### src/rtl/ahb3lite_pkg.sv
// rtl/ahb3lite_pkg.sv - AHB-Lite encodings and byte-lane select helper
// Purpose: bus encodings shared by AHB-Lite slaves, plus the lane-mask
//   function that turns HSIZE and the low address bits into byte selects.
// Ports: none (package).
package ahb3lite_pkg;

  localparam logic [1:0] HTRANS_IDLE   = 2'b00;
  localparam logic [1:0] HTRANS_BUSY   = 2'b01;
  localparam logic [1:0] HTRANS_NONSEQ = 2'b10;
  localparam logic [1:0] HTRANS_SEQ    = 2'b11;

  localparam logic [2:0] HSIZE_BYTE  = 3'b000;
  localparam logic [2:0] HSIZE_HWORD = 3'b001;
  localparam logic [2:0] HSIZE_WORD  = 3'b010;

  localparam logic HRESP_OKAY  = 1'b0;
  localparam logic HRESP_ERROR = 1'b1;

  // Byte mask 2**hsize lanes wide starting at lane addr_lo, clipped to sw lanes.
  // Supports up to four lanes (32-bit data path).
  function automatic logic [3:0] ahb_lane_sel(input logic [2:0] hsize,
                                              input logic [1:0] addr_lo,
                                              input int         sw);
    logic [3:0] m;
    logic [3:0] lanes;
    case (hsize)
      HSIZE_BYTE:  m = 4'b0001;
      HSIZE_HWORD: m = 4'b0011;
      default:     m = 4'b1111;
    endcase
    m     = m << addr_lo;
    lanes = 4'((1 << sw) - 1);
    return m & lanes;
  endfunction

endpackage

### src/rtl/ahb3_spram_ctrl_if.sv
// rtl/ahb3_spram_ctrl_if.sv - AHB-Lite slave port bundle
// Purpose: groups the AHB-Lite address/data phase signals of one slave port.
// Ports (signals):
//   HSEL, HADDR[PLEN], HWRITE, HSIZE[3], HTRANS[2], HWDATA[XLEN], HREADY : master -> slave
//   HREADYOUT, HRESP, HRDATA[XLEN]                                       : slave -> master
interface ahb3_spram_ctrl_if #(
  parameter int PLEN = 32,
  parameter int XLEN = 32
) ();

  logic            HSEL;
  logic [PLEN-1:0] HADDR;
  logic            HWRITE;
  logic [2:0]      HSIZE;
  logic [1:0]      HTRANS;
  logic [XLEN-1:0] HWDATA;
  logic            HREADY;
  logic            HREADYOUT;
  logic            HRESP;
  logic [XLEN-1:0] HRDATA;

  modport master (
    output HSEL, HADDR, HWRITE, HSIZE, HTRANS, HWDATA, HREADY,
    input  HREADYOUT, HRESP, HRDATA
  );

  modport slave (
    input  HSEL, HADDR, HWRITE, HSIZE, HTRANS, HWDATA, HREADY,
    output HREADYOUT, HRESP, HRDATA
  );

endinterface

### src/rtl/ahb3_spram_ctrl.sv
// rtl/ahb3_spram_ctrl.sv - AHB-Lite slave front-end for a single-port SRAM
// Purpose: turns AHB-Lite address/data phases into SRAM strobes. Reads and
//   writes are zero wait; a read arriving during a write data phase takes one
//   wait state because the single SRAM port is busy with the write.
// Ports:
//   clk, rst            clock, synchronous active-high reset
//   ahb (slave)         AHB-Lite slave port (HSEL..HRDATA)
//   ce, we, oe          SRAM chip/write/output enable
//   waddr[WORD_AW]      SRAM word address
//   din[XLEN]           SRAM write data (HWDATA)
//   sel[SW]             SRAM byte selects
//   dout[XLEN]          SRAM read data, valid the cycle after the read address
module ahb3_spram_ctrl
  import ahb3lite_pkg::*;
#(
  parameter int              PLEN          = 32,
  parameter int              XLEN          = 32,
  parameter int              WORD_AW       = PLEN - $clog2(XLEN / 8),
  parameter logic [PLEN-1:0] BASE_ADDR     = '0,
  parameter logic [PLEN-1:0] MEM_SIZE_BYTE = 'h1000
) (
  input  logic                 clk,
  input  logic                 rst,
  ahb3_spram_ctrl_if.slave     ahb,
  output logic                 ce,
  output logic                 we,
  output logic                 oe,
  output logic [WORD_AW-1:0]   waddr,
  output logic [XLEN-1:0]      din,
  output logic [XLEN/8-1:0]    sel,
  input  logic [XLEN-1:0]      dout
);

  localparam int         SW        = XLEN / 8;
  localparam int         LW        = $clog2(SW);
  localparam logic [2:0] MAX_HSIZE = 3'(LW);

  typedef enum logic [2:0] {
    S_IDLE,
    S_WR,
    S_RD,
    S_RDW,
    S_ERR1,
    S_ERR2
  } state_e;

  state_e             state_q, state_d;
  logic [WORD_AW-1:0] waddr_q, waddr_d;
  logic [SW-1:0]      sel_q, sel_d;

  // Address-phase decode
  logic [PLEN-1:0]    off;
  logic [WORD_AW-1:0] off_word;
  logic               accept;
  logic               size_err;
  logic               misalign;
  logic               range_err;
  logic               dec_err;
  logic [3:0]         lane_mask;
  logic [SW-1:0]      lane_sel;

  assign off       = ahb.HADDR - BASE_ADDR;
  assign off_word  = WORD_AW'(off >> LW);
  assign accept    = ahb.HSEL & ahb.HREADY &
                     ((ahb.HTRANS == HTRANS_NONSEQ) | (ahb.HTRANS == HTRANS_SEQ));
  assign size_err  = ahb.HSIZE > MAX_HSIZE;
  assign misalign  = ((ahb.HSIZE == HSIZE_HWORD) & ahb.HADDR[0]) |
                     ((ahb.HSIZE == HSIZE_WORD) & (|ahb.HADDR[1:0]));
  // Addresses below BASE_ADDR wrap to a huge offset and fail this test too.
  assign range_err = off >= MEM_SIZE_BYTE;
  assign dec_err   = range_err | size_err | misalign;
  assign lane_mask = ahb_lane_sel(ahb.HSIZE, ahb.HADDR[1:0] & 2'(SW - 1), SW);
  assign lane_sel  = lane_mask[SW-1:0];

  // Combinational strobes before reset gating
  logic               ce_c, we_c, oe_c;
  logic [WORD_AW-1:0] waddr_c;
  logic [SW-1:0]      sel_c;
  logic               hreadyout_c;
  logic               hresp_c;

  always_comb begin
    state_d     = state_q;
    waddr_d     = waddr_q;
    sel_d       = sel_q;
    ce_c        = 1'b0;
    we_c        = 1'b0;
    oe_c        = 1'b0;
    waddr_c     = waddr_q;
    sel_c       = sel_q;
    hreadyout_c = 1'b1;
    hresp_c     = HRESP_OKAY;

    case (state_q)
      S_WR: begin
        ce_c = 1'b1;
        we_c = 1'b1;
      end
      S_RDW: begin
        hreadyout_c = 1'b0;
        ce_c        = 1'b1;
        oe_c        = 1'b1;
        state_d     = S_RD;
      end
      S_ERR1: begin
        hreadyout_c = 1'b0;
        hresp_c     = HRESP_ERROR;
        state_d     = S_ERR2;
      end
      S_ERR2: begin
        hresp_c = HRESP_ERROR;
      end
      default: ;
    endcase

    // States whose data phase completes with HREADYOUT=1 may take a new address.
    if ((state_q != S_RDW) && (state_q != S_ERR1) && ahb.HREADY) begin
      if (accept) begin
        if (dec_err) begin
          state_d = S_ERR1;
        end else if (ahb.HWRITE) begin
          state_d = S_WR;
          waddr_d = off_word;
          sel_d   = lane_sel;
        end else if (state_q == S_WR) begin
          // Port busy with the write: park the read address for one cycle.
          state_d = S_RDW;
          waddr_d = off_word;
          sel_d   = lane_sel;
        end else begin
          state_d = S_RD;
          ce_c    = 1'b1;
          oe_c    = 1'b1;
          waddr_c = off_word;
          sel_c   = lane_sel;
        end
      end else begin
        state_d = S_IDLE;
      end
    end
  end

  always_ff @(posedge clk) begin
    if (rst) begin
      state_q <= S_IDLE;
      waddr_q <= '0;
      sel_q   <= '0;
    end else begin
      state_q <= state_d;
      waddr_q <= waddr_d;
      sel_q   <= sel_d;
    end
  end

  // Strobes are gated during reset so a write data phase cut by reset never commits.
  assign ce    = ce_c & ~rst;
  assign we    = we_c & ~rst;
  assign oe    = oe_c & ~rst;
  assign waddr = waddr_c;
  assign sel   = sel_c;
  assign din   = ahb.HWDATA;

  assign ahb.HREADYOUT = hreadyout_c;
  assign ahb.HRESP     = hresp_c;
  assign ahb.HRDATA    = dout;

endmodule

### src/flat_wrapper.sv
// flat-port wrapper written by rule: the top's interface ports become plain ports
module ahb3_spram_ctrl_flat import ahb3lite_pkg::*;
#(
  parameter int              PLEN          = 32,
  parameter int              XLEN          = 32,
  parameter int              WORD_AW       = PLEN - $clog2(XLEN / 8),
  parameter logic [PLEN-1:0] BASE_ADDR     = '0,
  parameter logic [PLEN-1:0] MEM_SIZE_BYTE = 'h1000
)
  (clk, rst, ce, we, oe, waddr, din, sel, dout, ahb_HSEL, ahb_HADDR, ahb_HWRITE, ahb_HSIZE, ahb_HTRANS, ahb_HWDATA, ahb_HREADY, ahb_HREADYOUT, ahb_HRESP, ahb_HRDATA);
  ahb3_spram_ctrl_if #(.PLEN(PLEN), .XLEN(XLEN)) ahb_i ();
  input  logic clk;
  input  logic rst;
  output logic ce;
  output logic we;
  output logic oe;
  output logic [WORD_AW-1:0] waddr;
  output logic [XLEN-1:0] din;
  output logic [XLEN/8-1:0] sel;
  input  logic [XLEN-1:0] dout;
  input wire logic [$bits(ahb_i.HSEL)-1:0] ahb_HSEL;
  input wire logic [$bits(ahb_i.HADDR)-1:0] ahb_HADDR;
  input wire logic [$bits(ahb_i.HWRITE)-1:0] ahb_HWRITE;
  input wire logic [$bits(ahb_i.HSIZE)-1:0] ahb_HSIZE;
  input wire logic [$bits(ahb_i.HTRANS)-1:0] ahb_HTRANS;
  input wire logic [$bits(ahb_i.HWDATA)-1:0] ahb_HWDATA;
  input wire logic [$bits(ahb_i.HREADY)-1:0] ahb_HREADY;
  output wire logic [$bits(ahb_i.HREADYOUT)-1:0] ahb_HREADYOUT;
  output wire logic [$bits(ahb_i.HRESP)-1:0] ahb_HRESP;
  output wire logic [$bits(ahb_i.HRDATA)-1:0] ahb_HRDATA;
  assign ahb_i.HSEL = ahb_HSEL;
  assign ahb_i.HADDR = ahb_HADDR;
  assign ahb_i.HWRITE = ahb_HWRITE;
  assign ahb_i.HSIZE = ahb_HSIZE;
  assign ahb_i.HTRANS = ahb_HTRANS;
  assign ahb_i.HWDATA = ahb_HWDATA;
  assign ahb_i.HREADY = ahb_HREADY;
  assign ahb_HREADYOUT = ahb_i.HREADYOUT;
  assign ahb_HRESP = ahb_i.HRESP;
  assign ahb_HRDATA = ahb_i.HRDATA;
  ahb3_spram_ctrl #(.PLEN(PLEN), .XLEN(XLEN), .WORD_AW(WORD_AW), .BASE_ADDR(BASE_ADDR), .MEM_SIZE_BYTE(MEM_SIZE_BYTE)) u_core (.clk(clk), .rst(rst), .ahb(ahb_i), .ce(ce), .we(we), .oe(oe), .waddr(waddr), .din(din), .sel(sel), .dout(dout));
endmodule
### config.mk
export PLATFORM = sky130hd
export DESIGN_NAME = ahb3_spram_ctrl_flat
export DESIGN_NICKNAME = d
export VERILOG_FILES = /design/src/rtl/ahb3lite_pkg.sv /design/src/rtl/ahb3_spram_ctrl_if.sv /design/src/rtl/ahb3_spram_ctrl.sv /design/src/flat_wrapper.sv
export SDC_FILE = /design/constraint.sdc
export NUM_CORES = 1
export LEC_CHECK = 0
export BUFFER_PORTS_ARGS = -buffer_cell sky130_fd_sc_hd__buf_4
export CAP_MARGIN = 20
export CORE_ASPECT_RATIO = 0.5
export CORE_UTILIZATION = 41
export DETAILED_ROUTE_END_ITERATION = 12
export HOLD_SLACK_MARGIN = 0.03
export PLACE_DENSITY = 0.95
export SLEW_MARGIN = 20
export SYNTH_ARGS = -nofsm -noshare
export SYNTH_HDL_FRONTEND = slang
export SYNTH_SLANG_ARGS = --single-unit
### constraint.sdc
create_clock -name clk -period 5.85 [get_ports clk]
set_clock_uncertainty 0.1 [all_clocks]
set_input_delay 0.8775 -clock clk [delete_from_list [all_inputs] [get_ports clk]]
set_output_delay 0.8775 -clock clk [all_outputs]
set_load 0.1 [all_outputs]
Word-level counts from Yosys, hierarchy flattened

Cells that the tools add are included.

Bitwise gates (word level): 13
Reductions and logical operators: 10
Shift operators: 1
Magnitude comparators: 2
Mux-type cells: 36
Equal/unequal tests: 10

Operator list:

| operator               | number |
|---|---|
| $mux W30               | 7 |
| $ge A32 B13 Y1 const B | 1 |
| $mux W4                | 7 |
| $mux W1                | 16 |
| $mux W3                | 4 |
| $pmux W4 S2            | 1 |
| $reduce_or A2 Y1       | 4 |
| $and A1 B1 Y1          | 7 |
| $eq A3 B1 Y1 const B   | 2 |
| $eq A3 B2 Y1 const B   | 2 |
| $eq A3 B3 Y1 const B   | 2 |
| $pmux W3 S2            | 1 |
| $eq A2 B2 Y1 const B   | 2 |
| $or A1 B1 Y1           | 4 |
| $reduce_and A4 Y1      | 1 |
| $shl A4 B2 Y4          | 1 |
| $gt A3 B2 Y1 const B   | 1 |
| $logic_not A3 Y1       | 1 |
| $ne A3 B2 Y1 const B   | 1 |
| $ne A3 B3 Y1 const B   | 1 |
| $reduce_bool A3 Y1     | 1 |
| $logic_and A1 B1 Y1    | 2 |
| $not A1 Y1             | 2 |
| $reduce_bool A2 Y1     | 1 |

Word-level logic and storage cells: 75
Register bits: 37
Output and inout port bits: 103

Logic depth before layout (Yosys ltp)

Depth in word-level cells: 9
Depth in mapped cells: 6

Worst setup path before layout

No wires, ideal clock.

Path kind: input port to output port
Start: input rst
End: output we
Cell stages on the path: 3
Data required time: 4873 ps
Data arrival time: 3366 ps
Slack: 1507 ps
Cell sequence: clkbuf_1 > clkbuf_1 > nor3_1

Word-level cells in the longest chain between the ends: 2

RTL lines:

| what               | line                   | text |
|---|---|---|
| start: declaration | flat_wrapper.sv:13     | `input logic rst;` |
| $not A1 Y1         | ahb3_spram_ctrl.sv:157 | `assign we = we_c & ~rst;` |
| $and A1 B1 Y1      | ahb3_spram_ctrl.sv:157 |  |
| end: declaration   | flat_wrapper.sv:15     | `output logic we;` |

No other way between the ends.

Final worst setup path

Start: input ahb_HADDR[13]
End: output sel[1]

Word-level cells in the longest chain between the ends: 6

RTL lines:

| what                       | line                   | text |
|---|---|---|
| start: declaration         | flat_wrapper.sv:22     | `input wire logic [$bits(ahb_i.HADDR)-1:0] ahb_HADDR;` |
| $ge A32 B13 Y1             | ahb3_spram_ctrl.sv:70  | `assign range_err = off >= MEM_SIZE_BYTE;` |
| $or A1 B1 Y1 (2 in series) | ahb3_spram_ctrl.sv:71  | `assign dec_err = range_err \| size_err \| misalign;` |
| $mux W4                    | ahb3_spram_ctrl.sv:119 | `if (dec_err) begin` |
| $mux W4                    | ahb3_spram_ctrl.sv:118 | `if (accept) begin` |
| $mux W4                    | ahb3_spram_ctrl.sv:117 | `if ((state_q != S_RDW) && (state_q != S_ERR1) && ahb.HREADY) begin` |
| end: declaration           | flat_wrapper.sv:19     | `output logic [XLEN/8-1:0] sel;` |

No other way between the ends.

==> results.md <==
- Critical path, cell by cell: buf_4, nor4_1, nand4_1, nor4_4, buf_4, mux2_2, buf_4
- Layout cell share with drive strength beyond 1: 0.403
- Clock buffer depth: 2
- Hold Fails Final Rpt: 0
- CTS Buf Count: 5
- Number of synthesized flops with an enable pin: 0
- Vias: ~1,800
- Synth top area cells: dfxtp_1, buf_4, mux2_2
- CTS clk-pin slew, worst paths: roughly 0.07 ns
- Util after Layout: 0.492
- Area Growth Syn to Fin: 10.6%
- Register area: roughly 740 um^2
- Cell Area, Synth: 0.00229 mm^2
- Fill cell count: 467
- Vias in the first global route: approximately 1,700
- I/O pin total: 209
- Yosys warns: 0
- Worst slack at placement: about 1.6 ns
- Grt met1 use: 0.172
- Setup crit start kind: input port
- Max VDD drop: about 0.00011 V
- Final Max Slew Viols: 0
- Pre-antenna DRT Iters: 4
- Die Area: roughly 0.0059 mm^2
- Max-cap violations: 0
- Switch share: 0.234
- Slew @ Worst Pin: between 0.6 and 0.7 ns
- P_sw: 0.113 mW
- Most frequent cells after synthesis: buf_4, dfxtp_1, nor2b_1
- Clock sink total: 37
- Asr flop ratio synth: 0
- Status: finished, final reports clean
- Buffers added on ports: between 70 and 80
- Routed WL per cell: 17.8 um
- GR Overflow Total: 0
- Maximum fanout along the worst path: 29
- Synthesized area per cell: between 8 and 9 um^2
- RePlAce Congestion: 0.842
- Global-route wire length before repair: about 8600 um
- Final ANT Viol Nets: 0
- Area leader, netlist: dfxtp_1
- Post-CTS sizing: 0
- Largest net degree at the start of global routing: 31
- Sequential share of power: 0.525
- Most numerous cell on the critical path: buf_4
- Leakage: approximately 1.1 nW
- Post-CTS setup buffer count: 0
- Gate Count Post-Synth: approximately 260
- GRT busiest layer: met2
- Crit end category: output port
- N_diodes: 0
- Routed WL: between 6000 and 7000 um
- Clock power frac: 0.364
- PnR Total Power: 0.483 mW
- Routed vias/inst: 5.26
- Logic pwr share: 0.111
- Slowest cell on the critical path: nor4_4
- Final worst slack: ~1.6 ns
- Final setup TNS: 0 ns
- Initial DRC count: 40
- Core ar.: 0.00516 mm^2
- Syn_nets: between 300 and 400
- Ys flop type: dfxtp_1
- Worst-Skew Late Latency: approximately 0.28 ns
- Hold_buf cts: 0
- CTS tree: built
- Gr usage total: 0.197
- H-tree depth: 2
- P_int: about 0.37 mW
- Tcrit/Tclk final: 0.724
- Post-route DRC: 0
- Root Buffer: clkbuf_8
- M2 GR Usage: 0.408
- Hold Slack: 0.362 ns
- Die X: between 100 and 150 um
- Area of the multi-input gates: 995 um^2
- RSZ-0062 raised after global routing: no
- Row cnt: 18
- Hold Path Class: reg2reg
- Met3 Resource Use GR: 0.0833
- # nets final: 374
- Power Density: about 190 mW/mm^2
- Starting Density: 0.445
- Initial antenna violation count: 0
- FMAX: 236 MHz
- CP max stage delay: ~0.56 ns
- Relative slew slack: 0.557
- CP Class: in2out
- DIE HEIGHT: 54.9 um
- Final min period: approximately 4.2 ns
- Arrival time at the worst endpoint: about 3.3 ns
- DP HPWL: 4740 um
- Worst endpoint required time: approximately 4.9 ns
- Count leader, synth: buf_4
- Top-area cell type share of the netlist area: 0.323
- Netlist cell types: 30
- Sequential share of the synthesized area: 0.323
- Yosys reg bits: 37
- Setup violators final: 0
[state kept, by name, summed over array words and instances, names as in the netlist]
| signal | cells |
|---|---|
| u_core.sel_q | 4 |
| u_core.state_q | 3 |
| u_core.waddr_q | 30 |
[worst paths after layout]
kind | startpoint | to | slack [ns] | depth (start not counted)
max | ahb_HADDR[13] | sel[1] | 1.62 | 7
min | u_core.waddr_q[8] | u_core.waddr_q[8] | 0.36 | 2
max reg2reg | u_core.state_q[1] | u_core.waddr_q[4] | 3.31 | 6
min reg2reg | u_core.waddr_q[8] | u_core.waddr_q[8] | 0.36 | 2
[cell families after synthesis]
group,after synthesis,share of synthesized area
buffers and inverters,80,0.243
multiplexers,28,0.131
flip-flops,37,0.323
AO/OA/AOI/OAI,16,0.0496
AND/OR/NAND/NOR,96,0.253
[critical path, delay by kind of cell]
| kind | cells | cell delay (ns) |
|---|---|---|
| buf+inv | 3 | 0.77 |
| mux | 1 | 0.39 |
| simple gates | 3 | 1.21 |
[cell usage in the layout, fill, tap and decap left out, types with 3 or more instances in the layout]
cell type,count
buf_4,81
nor2_1,4
nor4_1,5
a21oi_1,3
dfxtp_1,37
clkbuf_8,6
mux2_2,17
mux2i_1,11
nor3b_1,24
nor2b_1,26
nand2_1,25
o21ai_0,3
nor3_1,5
[metrics by stage]
stage | cell area, um^2 | std cells
finish | 2540 | 338
global route | 2540 | 338
CTS | 2540 | 338
detailed placement | 2450 | 331
global placement | 2440 | 330
floorplan | 2290 | 257
[metal layers]
layer / vias to the layer above / wire length, um
li1: 820 / -
met1: 826 / 1960
met2: 111 / 3230
met3: 22 / 690
met4: 0 / 145
met5: - / 0
[power by group through the flow]
stage               registers [mW]  logic [mW]  clock network, mW
floorplan                    0.259       0.232                  0
global placement             0.259      0.0506                  0
detailed placement           0.259      0.0533                  0
CTS                          0.254      0.0534              0.181
global route                 0.254      0.0573              0.195
finish                       0.254      0.0536              0.176
[layout make-up]
class                   instances  share of cell area
repair buffers                 82               0.244
well taps                      70              0.0345
clock buffers                   7              0.0340
flip-flops and latches         37               0.292
inverters                       2             0.00296
multi-input cells             140               0.392
(Power assumes the default switching activity.)
